## config.mk

```make
export PLATFORM = sky130hd
export DESIGN_NAME = rf_write_arbiter
export DESIGN_NICKNAME = d
export VERILOG_FILES = /design/src/rtl/rf_write_arbiter_pkg.sv /design/src/rtl/rf_write_arbiter_aux_wb_fifo.sv /design/src/rtl/rf_write_arbiter.sv
export SDC_FILE = /design/constraint.sdc
export NUM_CORES = 1
export LEC_CHECK = 0
export BUFFER_PORTS_ARGS = -buffer_cell sky130_fd_sc_hd__buf_2
export CAP_MARGIN = 20
export CORE_AREA = 2 2 124 126
export CTS_BUF_LIST = sky130_fd_sc_hd__clkbuf_8
export DETAILED_ROUTE_END_ITERATION = 10
export DIE_AREA = 0 0 126 128
export GPL_ROUTABILITY_DRIVEN = 0
export GPL_TIMING_DRIVEN = 0
export MAX_ROUTING_LAYER = met4
export PLACE_DENSITY = 0.83
export SYNTH_ARGS = -nofsm -noshare
export SYNTH_HDL_FRONTEND = slang
export SYNTH_HIERARCHICAL = 1
export SYNTH_SLANG_ARGS = --single-unit
```

## constraint.sdc

```tcl
create_clock -name clk -period 2.6 [get_ports clk]
set_clock_uncertainty 0.05 [all_clocks]
set_input_delay 0.26 -clock clk [delete_from_list [all_inputs] [get_ports clk]]
set_output_delay 0.26 -clock clk [all_outputs]
set_load 0.1 [all_outputs]
```

## src/rtl/rf_write_arbiter_pkg.sv

```systemverilog
`default_nettype none
// ============================================================================
// Module      : rf_write_arbiter_pkg
// Description : Shared constants and types for the register-file write-back
//               arbiter and its aux FIFO.
// Contents    : REG_ADDR_W, DATA_W, NUM_REGS; aux_entry_t (dest + value).
// Revision    : 1.0 - initial release
// ============================================================================
package rf_write_arbiter_pkg;

  localparam int REG_ADDR_W = 4;
  localparam int DATA_W     = 32;
  localparam int NUM_REGS   = 16;

  // One queued auxiliary write: destination register and its data.
  typedef struct packed {
    logic [REG_ADDR_W-1:0] dest;
    logic [DATA_W-1:0]     value;
  } aux_entry_t;

endpackage : rf_write_arbiter_pkg
`default_nettype wire

```

## src/rtl/rf_write_arbiter_aux_wb_fifo.sv

```systemverilog
`default_nettype none
// ============================================================================
// Module      : aux_wb_fifo
// Description : Synchronous FIFO buffering auxiliary write-back requests.
//               Also exposes per-slot valid and dest vectors so the parent
//               can build the register busy map without walking pointers.
// Ports       : clk, rst          - clock, sync active-high reset
//               i_push, i_wdata   - enqueue (ignored when full)
//               i_pop, o_rdata    - dequeue (ignored when empty), head data
//               o_full, o_empty   - occupancy flags
//               o_entry_valid     - slot i currently holds a queued entry
//               o_entry_dest      - dest field of slot i
// Revision    : 1.0 - initial release
// ============================================================================
module aux_wb_fifo
  import rf_write_arbiter_pkg::*;
#(
  parameter int DEPTH = 4
) (
  input  logic                                 clk,
  input  logic                                 rst,
  input  logic                                 i_push,
  input  aux_entry_t                           i_wdata,
  input  logic                                 i_pop,
  output aux_entry_t                           o_rdata,
  output logic                                 o_full,
  output logic                                 o_empty,
  output logic [DEPTH-1:0]                     o_entry_valid,
  output logic [DEPTH-1:0][REG_ADDR_W-1:0]     o_entry_dest
);

  localparam int PTR_W = $clog2(DEPTH);
  localparam int CNT_W = PTR_W + 1;

  aux_entry_t       r_mem [DEPTH];
  logic [PTR_W-1:0] r_wr_ptr;
  logic [PTR_W-1:0] r_rd_ptr;
  logic [CNT_W-1:0] r_count;

  logic w_push;
  logic w_pop;

  assign o_full  = (r_count == CNT_W'(DEPTH));
  assign o_empty = (r_count == '0);
  assign w_push  = i_push && !o_full;
  assign w_pop   = i_pop && !o_empty;
  assign o_rdata = r_mem[r_rd_ptr];

  always_ff @(posedge clk) begin
    if (rst) begin
      r_wr_ptr <= '0;
      r_rd_ptr <= '0;
      r_count  <= '0;
    end else begin
      if (w_push) r_wr_ptr <= r_wr_ptr + PTR_W'(1);
      if (w_pop)  r_rd_ptr <= r_rd_ptr + PTR_W'(1);
      case ({w_push, w_pop})
        2'b10:   r_count <= r_count + CNT_W'(1);
        2'b01:   r_count <= r_count - CNT_W'(1);
        default: r_count <= r_count;
      endcase
    end
  end

  // Storage needs no reset: stale slots are masked by o_entry_valid.
  always_ff @(posedge clk) begin
    if (w_push) r_mem[r_wr_ptr] <= i_wdata;
  end

  // A slot is live when its distance from the read pointer (mod DEPTH)
  // is below the occupancy count.
  for (genvar gi = 0; gi < DEPTH; gi++) begin : g_scan
    logic [PTR_W-1:0] w_off;
    assign w_off             = PTR_W'(gi) - r_rd_ptr;
    assign o_entry_valid[gi] = ({1'b0, w_off} < r_count);
    assign o_entry_dest[gi]  = r_mem[gi].dest;
  end

endmodule : aux_wb_fifo
`default_nettype wire

```

## src/rtl/rf_write_arbiter.sv

```systemverilog
`default_nettype none
// ============================================================================
// Module      : rf_write_arbiter
// Description : Shares the register file's single write port between the
//               pipeline WB stage (always wins) and a FIFO-buffered
//               auxiliary source. Outputs to the RF are registered.
// Ports       : clk, rst                        - clock, sync active-high reset
//               i_wb_en/i_wb_dest/i_wb_value    - pipeline write-back
//               i_aux_valid/o_aux_ready         - aux handshake
//               i_aux_dest/i_aux_value          - aux write payload
//               o_rf_we/o_rf_dest/o_rf_value    - register-file write port
//               o_busy                          - regs with pending aux write
//               o_stall_req                     - aux head starving, freeze FE
// Revision    : 1.0 - initial release
// ============================================================================
module rf_write_arbiter
  import rf_write_arbiter_pkg::*;
#(
  parameter int DEPTH        = 4,
  parameter int STARVE_LIMIT = 8
) (
  input  logic                  clk,
  input  logic                  rst,
  input  logic                  i_wb_en,
  input  logic [REG_ADDR_W-1:0] i_wb_dest,
  input  logic [DATA_W-1:0]     i_wb_value,
  input  logic                  i_aux_valid,
  output logic                  o_aux_ready,
  input  logic [REG_ADDR_W-1:0] i_aux_dest,
  input  logic [DATA_W-1:0]     i_aux_value,
  output logic                  o_rf_we,
  output logic [REG_ADDR_W-1:0] o_rf_dest,
  output logic [DATA_W-1:0]     o_rf_value,
  output logic [NUM_REGS-1:0]   o_busy,
  output logic                  o_stall_req
);

  localparam int WAIT_W = $clog2(STARVE_LIMIT + 1);

  aux_entry_t                       w_head;
  aux_entry_t                       w_wdata;
  logic                             w_full;
  logic                             w_empty;
  logic                             w_push;
  logic                             w_pop;
  logic [DEPTH-1:0]                 w_ent_valid;
  logic [DEPTH-1:0][REG_ADDR_W-1:0] w_ent_dest;
  logic [NUM_REGS-1:0]              w_busy;
  logic [WAIT_W-1:0]                w_wait_nxt;

  logic                  r_rf_we;
  logic [REG_ADDR_W-1:0] r_rf_dest;
  logic [DATA_W-1:0]     r_rf_value;
  logic                  r_aux_src;
  logic [WAIT_W-1:0]     r_wait;
  logic                  r_stall_req;

  // Ready is held low during reset so nothing is accepted into a FIFO
  // that is being cleared.
  assign o_aux_ready   = !rst && !w_full;
  assign w_push        = i_aux_valid && o_aux_ready;
  // Aux only drains in cycles the pipeline leaves the port free.
  assign w_pop         = !rst && !i_wb_en && !w_empty;
  assign w_wdata.dest  = i_aux_dest;
  assign w_wdata.value = i_aux_value;

  aux_wb_fifo #(
    .DEPTH (DEPTH)
  ) u_fifo (
    .clk           (clk),
    .rst           (rst),
    .i_push        (w_push),
    .i_wdata       (w_wdata),
    .i_pop         (w_pop),
    .o_rdata       (w_head),
    .o_full        (w_full),
    .o_empty       (w_empty),
    .o_entry_valid (w_ent_valid),
    .o_entry_dest  (w_ent_dest)
  );

  // Output register. dest/value hold on idle cycles; only rf_we drops.
  always_ff @(posedge clk) begin
    if (rst) begin
      r_rf_we    <= 1'b0;
      r_rf_dest  <= '0;
      r_rf_value <= '0;
      r_aux_src  <= 1'b0;
    end else if (i_wb_en) begin
      r_rf_we    <= 1'b1;
      r_rf_dest  <= i_wb_dest;
      r_rf_value <= i_wb_value;
      r_aux_src  <= 1'b0;
    end else if (!w_empty) begin
      r_rf_we    <= 1'b1;
      r_rf_dest  <= w_head.dest;
      r_rf_value <= w_head.value;
      r_aux_src  <= 1'b1;
    end else begin
      r_rf_we    <= 1'b0;
      r_aux_src  <= 1'b0;
    end
  end

  // A register stays busy until its last aux write has left the output
  // register, so the hazard unit cannot read it before the RF commits it.
  always_comb begin
    w_busy = '0;
    for (int i = 0; i < DEPTH; i++) begin
      if (w_ent_valid[i]) w_busy[w_ent_dest[i]] = 1'b1;
    end
    if (r_rf_we && r_aux_src) w_busy[r_rf_dest] = 1'b1;
  end

  // Wait counter: counts cycles the head is blocked by pipeline writes.
  // A non-empty, non-popping FIFO implies wb_en is high here.
  always_comb begin
    w_wait_nxt = r_wait;
    if (w_empty || w_pop) begin
      w_wait_nxt = '0;
    end else if (i_wb_en && (r_wait != WAIT_W'(STARVE_LIMIT))) begin
      w_wait_nxt = r_wait + WAIT_W'(1);
    end
  end

  always_ff @(posedge clk) begin
    if (rst) begin
      r_wait      <= '0;
      r_stall_req <= 1'b0;
    end else begin
      r_wait      <= w_wait_nxt;
      r_stall_req <= (w_wait_nxt == WAIT_W'(STARVE_LIMIT));
    end
  end

  assign o_rf_we     = r_rf_we;
  assign o_rf_dest   = r_rf_dest;
  assign o_rf_value  = r_rf_value;
  assign o_busy      = w_busy;
  assign o_stall_req = r_stall_req;

endmodule : rf_write_arbiter
`default_nettype wire

```

After elaboration in Yosys (flattened, before gate mapping)
Memory sizes are Yosys's and may differ from the RTL's. A register that Yosys moved wholly into a read port is not among the register bits.
Index checks and enable logic that the tools add are counted.
Word-level totals
  logic and storage cells: 92
  output and inout port bits: 55
  register bits after elaboration: 50
  memories: 1
  memory bits (writable): 144
Cells by class
  $add $sub $neg: 9
  bitwise operators: 4
  $lt $le $gt $ge: 14
  eq/ne operators: 6
  muxes and demuxes: 28
  reductions and logical operators: 21
Memory list
  u_fifo.r_mem: depth 4, width 36, read ports 5, clocked after memory_dff 1, wr ports 1, RTL line rf_write_arbiter_aux_wb_fifo.sv:35  | aux_entry_t r_mem [DEPTH];
Operators by type and width (count)
  16-bit 2-to-1 mux: 5
  32-bit 2-to-1 mux: 2
  16-bit OR: 4
  4-bit by 5-bit less-than comparator with 1-bit output (second input constant): 5
  1-bit demux with 4-bit select: 5
  4-bit by 1-bit >= comparator with 1-bit output (second input constant): 5
  4-bit 2-to-1 mux: 4
  1-bit logical AND: 13
  2-bit by 3-bit less-than comparator with 1-bit output: 4
  1-bit 2-to-1 mux: 9
  3-bit one-hot mux with 2 select lines: 1
  2-bit by 1-bit adder with 2-bit output (second input constant): 2
  4-bit by 1-bit adder with 4-bit output (second input constant): 1
  4-bit == test (second input constant): 1
  1-bit logical NOT: 4
  2-bit 2-to-1 mux: 2
  4-bit != test (second input constant): 1
  1-bit by 2-bit subtractor with 2-bit output (first input constant): 2
  2-bit subtractor (first input constant): 2
  3-bit by 1-bit adder with 3-bit output (second input constant): 1
  3-bit == test (second input constant): 1
  3-bit logical NOT: 1
  3-bit by 1-bit subtractor with 3-bit output (second input constant): 1
  2-bit by 1-bit == test with 1-bit output (second input constant): 1
  5 further kinds: 5

Longest topological paths before layout
Gate-level depths: netlist of run 1.
  depth after elaboration: 13
  gate-level depth with buffers: 13

Hierarchy
Netlist of run 1, hierarchy kept.
Modules (own cells, without submodules)
  aux_wb_fifo: cells an instance 276, area an instance 5970.7 µm², instances 1
  rf_write_arbiter: cells an instance 320, area an instance 2607.5 µm², instances 1

Worst setup path after synthesis of run 1
Ideal clock, no wire load.
  path kind: reg2reg
  start: register u_fifo.r_count[2]
  end: memory u_fifo/r_mem[0][0] (netlist name) (enable)
  data required time: 2153 ps
  cell stages (with the launch flop): 7
  data arrival time: 3283 ps
  path buffers: 0
  path slack: -1129 ps
  setup time: 397 ps
  cells stage by stage: dfxtp_1 -> nor3b_4 -> nor2_1 -> and2_1 -> clkinv_1 -> nor2_2 -> and2_1
On the way
  longest elaborated chain between the ends: 7
Ends and longest elaborated chain
  start: declaration: RTL line rf_write_arbiter_aux_wb_fifo.sv:38  | logic [CNT_W-1:0] r_count;
  start signal: assignment: RTL line rf_write_arbiter_aux_wb_fifo.sv:58  | 2'b10: r_count <= r_count + CNT_W'(1);
  start signal: assignment: RTL line rf_write_arbiter_aux_wb_fifo.sv:59  | 2'b01: r_count <= r_count - CNT_W'(1);
  start signal: assignment: RTL line rf_write_arbiter_aux_wb_fifo.sv:60  | default: r_count <= r_count;
  3-bit == test: RTL line rf_write_arbiter_aux_wb_fifo.sv:43  | assign o_full = (r_count == CNT_W'(DEPTH));
  via w_full: RTL line rf_write_arbiter.sv:42  | logic w_full;
  1-bit logical NOT: RTL line rf_write_arbiter.sv:60  | assign o_aux_ready = !rst && !w_full;
  1-bit logical AND: RTL line rf_write_arbiter.sv:60
  via o_aux_ready: RTL line rf_write_arbiter.sv:28  | output logic o_aux_ready,
  1-bit logical AND: RTL line rf_write_arbiter.sv:61  | assign w_push = i_aux_valid && o_aux_ready;
  via w_push: RTL line rf_write_arbiter.sv:44  | logic w_push;
  1-bit logical AND: RTL line rf_write_arbiter_aux_wb_fifo.sv:45  | assign w_push = i_push && !o_full;
  1-bit 2-to-1 mux: RTL line rf_write_arbiter_aux_wb_fifo.sv:67  | if (w_push) r_mem[r_wr_ptr] <= i_wdata;
  1-bit 2-to-1 mux (not written as such): RTL line rf_write_arbiter_aux_wb_fifo.sv:67
  end: declaration: RTL line rf_write_arbiter_aux_wb_fifo.sv:35
The timed path passes the listed nets, and every way through them passes these cells.

Worst setup path in the final report of run 1
  start: register u_fifo.r_rd_ptr[1]
  end: output port o_busy[12]
RTL lines
  start: declaration: RTL line rf_write_arbiter_aux_wb_fifo.sv:37  | logic [PTR_W-1:0] r_rd_ptr;
  start signal: assignment: RTL line rf_write_arbiter_aux_wb_fifo.sv:56  | if (w_pop) r_rd_ptr <= r_rd_ptr + PTR_W'(1);
  2-bit subtractor (*): RTL line rf_write_arbiter_aux_wb_fifo.sv:74  | assign w_off = PTR_W'(gi) - r_rd_ptr;
  2-bit by 3-bit less-than comparator with 1-bit output (*): RTL line rf_write_arbiter_aux_wb_fifo.sv:75  | assign o_entry_valid[gi] = ({1'b0, w_off} < r_count);
  via w_ent_valid[3]: RTL line rf_write_arbiter.sv:46  | logic [DEPTH-1:0] w_ent_valid;
  16-bit 2-to-1 mux (*): RTL line rf_write_arbiter.sv:110  | if (w_ent_valid[i]) w_busy[w_ent_dest[i]] = 1'b1;
  16-bit OR (no line)
  16-bit 2-to-1 mux (*): RTL line rf_write_arbiter.sv:112  | if (r_rf_we && r_aux_src) w_busy[r_rf_dest] = 1'b1;
  end: declaration: RTL line rf_write_arbiter.sv:34  | output logic [NUM_REGS-1:0] o_busy,
Mark *: on every way through the listed nets, which the timed path passes. The rest lies on a longest branch.

==> results of run 1 <==
[per-layer routing]
| layer | wire, microns | vias to the layer above |
|---|---|---|
| li1 | - | 2702 |
| met3 | 1500 | 70 |
| met2 | 11500 | 339 |
| met4 | 669 | 0 |
| met5 | 0 | - |
| met1 | 8040 | 3030 |
[worst max-delay path: cells and delay by family (launching register included)]
kind            cells  cell delay [ns]
fa+ha+maj           1             0.29
buf+inv             2             0.27
compound gates      3             0.48
simple gates        2             0.54
flops               1             0.41
[per-stage QoR]
step                      utilization  total power (W)  hold WS [ns]  setup slack, ns
final                           0.731          0.00654        0.0191           -0.177
after global routing            0.731          0.00673       0.00943           -0.274
after CTS                       0.727          0.00651       0.00644           -0.153
after detailed placement        0.640          0.00451         0.428           -0.162
after global placement          0.640          0.00447         0.419          -0.0279
after floorplan                     -          0.00427         0.309           -0.142
[Yosys cell counts, types with 9 or more instances]
cell and n:
nand2_1 77, nor2_1 11, clkbuf_1 11, and3b_1 9, ha_1 11, a21oi_1 48, o211ai_1 17, nor2b_1 9
mux2_2 37, a22oi_1 24, buf_4 18, dfxtp_1 52, inv_1 10, edfxtp_1 144, mux4_2 36
[worst paths after layout]
| check | slack (ns) | end | cells past startpoint |
|---|---|---|---|
| hold / removal | 0.02 | o_rf_dest[1] | 3 |
| setup / recovery | -0.18 | o_busy[12] | 8 |
| setup reg to reg | 0.02 | u_fifo/r_count[2] | 13 |
| hold reg to reg | 0.48 | u_fifo/r_wr_ptr[1] | 2 |
[registers in the layout, indices dropped and copies added (netlist names), named ones only]
register	count
u_fifo/r_mem	144
o_rf_value	32
o_rf_dest	4
r_wait	4
u_fifo/r_count	3
u_fifo/r_rd_ptr	2
u_fifo/r_wr_ptr	2
o_rf_we	1
o_stall_req	1
r_aux_src	1
[cell families (layout without fill, tap and decap cells)]
| group | count (synthesis) | after routing | share of synthesized area |
|---|---|---|---|
| DFF | 196 | 196 | 0.625 |
| and+or+nand+nor | 148 | 148 | 0.0875 |
| AOI/OAI and AO/OA | 105 | 105 | 0.0791 |
| muxes | 74 | 74 | 0.144 |
| buffers and inverters | 56 | 287 | 0.0403 |
| adders and majority gates | 12 | 12 | 0.0184 |
| xor gates and xnor gates | 5 | 5 | 0.00510 |
[timing repair]
item / CTS / global route
resized for setup: 56 / 15
setup endpoints to repair: 18 / 135
hold buffers: 67 / 0
buffers inserted: 2 / 1
hold endpoints to repair: 175 / 0
cloned: 0 / 0
pin swaps: 14 / 12
[power groups by stage]
stage / clock, W / combinational (W) / sequential, W
5_1_grt: 0.00211 / 0.00113 / 0.00350
3_5_place_dp: 0 / 0.000941 / 0.00356
4_1_cts: 0.00198 / 0.00105 / 0.00349
6_report: 0.00197 / 0.00108 / 0.00349
2_1_floorplan: 0 / 0.000410 / 0.00386
3_3_place_gp: 0 / 0.000914 / 0.00356
[cell type report]
cell class,count,area (sq um)
sequential,196,5400
clock inverter,10,106
buffer,43,299
fill,910,3990
tap,188,235
timing repair buffer,199,1440
clock buffer,22,303
multi-input combinational,344,3040
inverter,13,48.8
==> results_dict.tcl, run 1 <==
set metrics [dict create \
    status "finished, violations left" \
    violations "negative setup slack" \
    grt_pass1_wl_microns 33100 \
    finalMaxSlewViolations 0 \
    yosysWarnings 6 \
    grt_util_met3 0.0572 \
    cpMaxStageDelayCell "dfxtp_4" \
    synth_top_flop_cell "edfxtp_1" \
    r2r_start "u_fifo/r_count[1]" \
    leakagePower_nw 4.01 \
    syn-num-nets 684 \
    drive_above_1_share 0.382 \
    yosys-top-cells-area "edfxtp_1 (50%), dfxtp_1 (12%), mux4_2 (9.5%), mux2_2 (4.9%), nand2_1 (3.4%)" \
    worst_ep_required_time_ns 2.29 \
    power_switching_w 0.00176 \
    layout_commonest_cell "edfxtp_1" \
    critPathCaptureType "output pin" \
    startpoint_type "register" \
    design_area_sq_um 10900 \
    chipHeight_microns 128 \
    async_flop_share 0 \
    grt_use_total 0.279 \
    worst-setup-path-type "register to output pin" \
    dp_hpwl_microns 13000 \
    critPathLaunch "u_fifo/r_rd_ptr[1]" \
    num_vias 6141 \
    synth_cells 596 \
    switching_share 0.269 \
    power_density_nw_per_um2 602 \
    gr-usage-met2 0.484 \
    fmax_mhz 360 \
    initialDrtViolationCount 481 \
    worstMarginPinSlew_ns 0.665 \
    cts_sinks 196 \
    layout_common_cells "edfxtp_1 (144), buf_2 (120), nand2_1 (77), dlygate4sd3_1 (67), a21oi_1 (47)" \
    vias_per_cell 6.05 \
    crit_fanout 5 \
    min_from "i_wb_dest[1]" \
    timing.setup.tns_ns -2.23 \
    p_seq_frac 0.534 \
    clockBufferDepth 2 \
    row_count 45 \
    synth_seq_cells 196 \
    path_clk_slew_ns 0.08 \
    finalCritPeriodShare 1.07 \
    pwr-share-clk 0.302 \
    hold_path.class "input pin to register" \
    yosysSeqAreaShare 0.625 \
    h-tree-depth 4 \
    arrival_ns 2.47 \
    p_comb_frac 0.165 \
    drt-pass1-iter-count 5 \
    maxCapViolations 0 \
    synth_edf_count 144 \
    antenna_found_initial 0 \
    cts_tree "done" \
    synth_top_area_cell "edfxtp_1" \
    dieArea_sq_um 16100 \
    antenna_cells 0 \
    setup_ws_ns -0.177 \
    wire_per_inst_microns 21.4 \
    placed_cell_area_sq_um 9510 \
    numCtsBuffers 17 \
    grt_setup_unrepaired "yes" \
    clk_latency_ns 0.46 \
    io-pin-count 131 \
    final_hold_viol_count 0 \
    cp_cell_sequence "inv_1 > ha_1 > a21oi_1 > or2_2 > and3_1 > a22oi_1 > o211ai_1 > buf_6" \
    layout.nets 902 \
    cpPeakStageDelay_ns 0.41 \
    io_buffers 129 \
    cts_root_buf "clkbuf_8" \
    grt_use_met1 0.318 \
    layout.cells.non_filler 1015 \
    coreArea_sq_um 14900 \
    die_x_microns 126 \
    ant_nets 0 \
    ir_drop_uv 508 \
    initial_core_util 0.577 \
    area_growth_pct 26.7 \
    synth_area_sq_um 8580 \
    grt_max_degree 37 \
    final-setup-viol-count 16 \
    synth_top_area_share 0.504 \
    period_needed_ns 2.78 \
    slew_headroom 0.557 \
    dp_cells 913 \
    drc_errors 0 \
    first_global_vias 6345 \
    yosys.cell_types.count 48 \
    p_int_w 0.00478 \
    wirelength_microns 21700 \
    synth_area_per_cell_sq_um 14.4 \
    grt_overflow 0 \
    grt_busiest_layer "met2" \
]
No activity file was read; power rests on OpenSTA's default activity.
==> run 2: changes to the inputs <==
- SKIP_LAST_GASP: default -> 1
==> results_dict.tcl, run 2 (synthesis results as in run 1) <==
set metrics [dict create \
    hold_path.class "input pin to register" \
    chipHeight_microns 128 \
    final-setup-viol-count 16 \
    layout_common_cells "edfxtp_1 (144), buf_2 (120), nand2_1 (77), dlygate4sd3_1 (67), a21oi_1 (47)" \
    io_buffers 129 \
    startpoint_type "register" \
    wire_per_inst_microns 21.4 \
    grt_setup_unrepaired "yes" \
    drc_errors 0 \
    min_from "i_wb_dest[1]" \
    min_to "o_rf_dest[1]" \
    grt_max_degree 37 \
    row_count 45 \
    dp_hpwl_microns 13000 \
    die_x_microns 126 \
    grt_use_total 0.278 \
    initial_core_util 0.577 \
    placed_cell_area_sq_um 9510 \
    finalMaxSlewViolations 0 \
    worst-setup-path-type "register to output pin" \
    maxCapViolations 0 \
    coreArea_sq_um 14900 \
    first_global_vias 6355 \
    vias_per_cell 6.05 \
    path_clk_slew_ns 0.08 \
    numCtsBuffers 17 \
    grt_overflow 0 \
    cp_num_buf_inv 1 \
    clk_latency_ns 0.47 \
    finalCritPeriodShare 1.08 \
    layout_commonest_cell "edfxtp_1" \
    design_area_sq_um 10900 \
    ant_nets 0 \
    place_ws_ns -0.162 \
    crit_family "simple AND/OR/NAND/NOR gates" \
    antenna_cells 0 \
    largest_reg_flops 144 \
    cts_tree "done" \
    r2r_start "u_fifo/r_count[1]" \
    critPathCaptureType "output pin" \
    violations "negative setup slack" \
    rr_endpoint "u_fifo/r_count[2]" \
    crit_fanout 4 \
    cts_sinks 196 \
    fmax_mhz 357 \
    status "finished, violations left" \
    fill_cells 913 \
    dieArea_sq_um 16100 \
    utilization 0.731 \
    timing.setup.tns_ns -2.28 \
    cpPeakStageDelay_ns 0.38 \
    ir_drop_uv 506 \
    cts_root_buf "clkbuf_8" \
    arrival_ns 2.49 \
    io-pin-count 131 \
    num_vias 6144 \
    worstHoldPathCells 3 \
    power_density_nw_per_um2 601 \
    cpMaxStageDelayCell "dfxtp_4" \
    wirelength_microns 21700 \
    slew_headroom 0.544 \
    leakagePower_nw 4.01 \
    worstMarginPinSlew_ns 0.684 \
    rrSetupSlack_ns 0.02 \
    worst_ep_required_time_ns 2.29 \
    hold_ws_ns 0.0182 \
    h-tree-depth 4 \
    cp_cell_sequence "xnor2_4 > ha_1 > a21oi_2 > or2_1 > and3b_1 > a22oi_1 > o211ai_1 > buf_6" \
    setup_ws_ns -0.203 \
    top_register "u_fifo/r_mem" \
    layout.nets 902 \
    rr_worst_depth 13 \
    area_growth_pct 26.7 \
    drt-pass1-iter-count 5 \
    final_hold_viol_count 0 \
    clockBufferDepth 2 \
    drive_above_1_share 0.380 \
    period_needed_ns 2.80 \
    grt_pass1_wl_microns 33100 \
    antenna_found_initial 0 \
    initialDrtViolationCount 486 \
]
run 2: cell counts in the layout (fill, tap and decap cells not counted):
No cell type changed its count.
run 2: final cells by class:
cell class / count / area [sq um] / share of cell area
Clock inverter: 10 / 106 / 0.00979
Timing Repair Buffer: 199 / 1440 / 0.132
Buffer: 43 / 299 / 0.0275
Clock buffer: 22 / 303 / 0.0279
Tap cell: 188 / 235 / 0.0216
Inverter: 13 / 48.8 / 0.00449
Multi-Input combinational cell: 344 / 3040 / 0.280
Sequential cell: 196 / 5400 / 0.497
run 2: report_power, final:
part           internal [W]  total [W]  switching (W)
logic              0.000363    0.00108       0.000713
clock network      0.000974    0.00197       0.000992
registers           0.00344    0.00349      0.0000491
total               0.00478    0.00653        0.00175
run 2: per-stage QoR:
step | cells | total power (W)
final | 1015 | 0.00653
after global routing | 1015 | 0.00673
after CTS | 1014 | 0.00651
after detailed placement | 913 | 0.00451
after global placement | 913 | 0.00447
after floorplan | 596 | 0.00427
run 2: per-layer routing:
layer	part of all wire	vias to the layer above	global-route usage
met2	0.53	331	0.483
met5	0	-	-
met1	0.37	3054	0.317
li1	-	2699	-
met3	0.067	60	0.0563
met4	0.028	0	0.114
run 2: how the worst max path moves through the flow:
stage                       startpoint           endpoint  cells after the start
floorplan                      o_rf_we          o_busy[0]                      3
global placement     u_fifo/r_count[2]  u_fifo/r_count[2]                     11
detailed placement   u_fifo/r_count[2]  u_fifo/r_count[2]                     11
CTS                 u_fifo/r_rd_ptr[0]         o_busy[13]                      9
global route        u_fifo/r_rd_ptr[0]          o_busy[6]                      8
finish              u_fifo/r_rd_ptr[0]          o_busy[6]                      8
run 2: repair_timing:
item | 4_1_cts | 5_1_grt
setup endpoints to repair | 18 | 135
pin swaps | 14 | 13
gates resized for setup | 55 | 14
endpoints found under the hold margin | 175 | 0
hold buffers | 67 | 0
setup buffers | 2 | 1
run 2: worst register-to-register path, cell delays in order, from the launching register on:
cell and delay [ns]:
dfxtp_4 0.35, buf_4 0.15, nor3b_4 0.31, nor2_4 0.04
and2_1 0.16, clkinv_1 0.07, nor2_2 0.07, inv_1 0.08
ha_1 0.18, inv_1 0.06, fa_1 0.37, xor2_1 0.16
or3_1 0.31, a21oi_1 0.14
==> run 3: changes to the inputs <==
- SETUP_SLACK_MARGIN: default -> 0.1
- clock period: 2.6 -> 3.1 ns (I/O delays scaled with it)
==> results_dict.tcl, run 3 (synthesis results as in run 1) <==
set metrics [dict create \
    grt_max_degree 37 \
    ir_drop_uv 471 \
    crit_family "simple AND/OR/NAND/NOR gates" \
    cts_root_buf "clkbuf_8" \
    clk_latency_ns 0.46 \
    rrSetupSlack_ns 0.25 \
    critPathLaunch "u_fifo/r_count[1]" \
    wirelength_microns 19800 \
    row_count 45 \
    rr_worst_depth 11 \
    first_global_vias 5911 \
    cp_cell_sequence "inv_2 > ha_1 > a21oi_1 > or2_2 > and3_1 > a22oi_1 > o211ai_1 > buf_6" \
    h-tree-depth 4 \
    worst-setup-path-type "register to output pin" \
    arrival_ns 2.50 \
    hold_ws_ns 0.0294 \
    initial_core_util 0.577 \
    final_hold_viol_count 0 \
    drt-pass1-iter-count 5 \
    antenna_found_initial 0 \
    grt_pass1_wl_microns 31100 \
    cpPeakStageDelay_ns 0.40 \
    initialDrtViolationCount 420 \
    io_buffers 129 \
    rr_endpoint "u_fifo/r_count[2]" \
    wire_per_inst_microns 20.4 \
    finalCritPeriodShare 0.923 \
    status "finished clean" \
    period_needed_ns 2.86 \
    layout_common_cells "edfxtp_1 (144), buf_2 (121), nand2_1 (77), a21oi_1 (47), dfxtp_1 (44)" \
    total_power_w 0.00552 \
    vias_per_cell 5.97 \
    die_x_microns 126 \
    layout_commonest_cell "edfxtp_1" \
    power_density_nw_per_um2 534 \
    grt_overflow 0 \
    cts_tree "done" \
    clockBufferDepth 2 \
    timing.setup.tns_ns 0 \
    dieArea_sq_um 16100 \
    drive_above_1_share 0.376 \
    final-setup-viol-count 0 \
    chipHeight_microns 128 \
    layout.cells.non_filler 974 \
    num_vias 5812 \
    largest_reg_flops 144 \
    io-pin-count 131 \
    ant_nets 0 \
    coreArea_sq_um 14900 \
    r2r_start "u_fifo/r_count[2]" \
    area_growth_pct 20.6 \
    leakagePower_nw 3.81 \
    layout.nets 860 \
    crit_cells 8 \
    numCtsBuffers 17 \
    cp_num_buf_inv 2 \
    worstMarginPinSlew_ns 1.09 \
    design_area_sq_um 10300 \
    startpoint_type "register" \
    finalMaxSlewViolations 0 \
    grt_setup_unrepaired "yes" \
    slew_headroom 0.276 \
    drc_errors 0 \
    critPathCaptureType "output pin" \
    cts_sinks 196 \
    path_clk_slew_ns 0.09 \
    top_register "u_fifo/r_mem" \
    grt_use_total 0.261 \
    dp_hpwl_microns 13400 \
    critPathCapture "o_busy[12]" \
    worst_ep_required_time_ns 2.74 \
    cpMaxStageDelayCell "dfxtp_4" \
    dp_cells 913 \
    fmax_mhz 350 \
    hold_path.class "input pin to register" \
    placed_cell_area_sq_um 9470 \
    maxCapViolations 0 \
    crit_fanout 5 \
]
run 3: cell count changes in the layout (fill, tap and decap cells not counted), sizes merged:
cell / delta
clkinvlp: +1
bufinv: +2
dlygate4sd3: -40
diode: +1
buf: -2
clkbuf: -3
run 3: where the power goes:
group,switching (W),internal (W)
Sequential,0.0000392,0.00289
Clock,0.000837,0.000919
Combinational,0.000572,0.000265
run 3: worst min path at each step:
stage	end	depth (start not counted)	start	slack, ns
3_3_place_gp	u_fifo/r_wr_ptr[1]	2	u_fifo/r_wr_ptr[1]	0.44
2_1_floorplan	u_fifo/r_mem[0][0]	0	i_aux_value[0]	0.36
6_report	u_fifo/r_mem[2][19]	1	i_aux_value[19]	0.03
3_5_place_dp	r_wait[1]	2	r_wait[1]	0.46
5_1_grt	u_fifo/r_mem[1][31]	1	i_aux_value[31]	0.002
4_1_cts	u_fifo/r_mem[1][33]	1	i_aux_dest[1]	0.0002
run 3: timing repair:
item / 4_1_cts / 5_1_grt
buffers inserted: 0 / 1
gates resized for setup: 28 / 15
setup endpoints to repair: 16 / 16
pin swaps: 0 / 3
hold endpoints to repair: 91 / 3
hold buffers: 26 / 1
run 3: per-stage QoR:
stage          setup slack [ns]   util
4_1_cts                   0.126  0.690
2_1_floorplan             0.140      -
6_report                  0.240  0.696
3_5_place_dp              0.221  0.637
5_1_grt                  0.0971  0.696
3_3_place_gp              0.303  0.637
run 3: layer usage:
layer,wire [microns],global-route usage
met5,0,-
met4,632,0.0886
met1,7610,0.317
met3,1440,0.0530
met2,10100,0.442
run 3: layout make-up:
type	count	area (sq um)
fill	1000	4520
clock inverter	13	179
timing repair buffer	157	993
antenna	1	2.50
inverter	13	48.8
tap	188	235
sequential	196	5380
clock buffer	19	262
multi-input combinational	344	2950
buffer	43	297
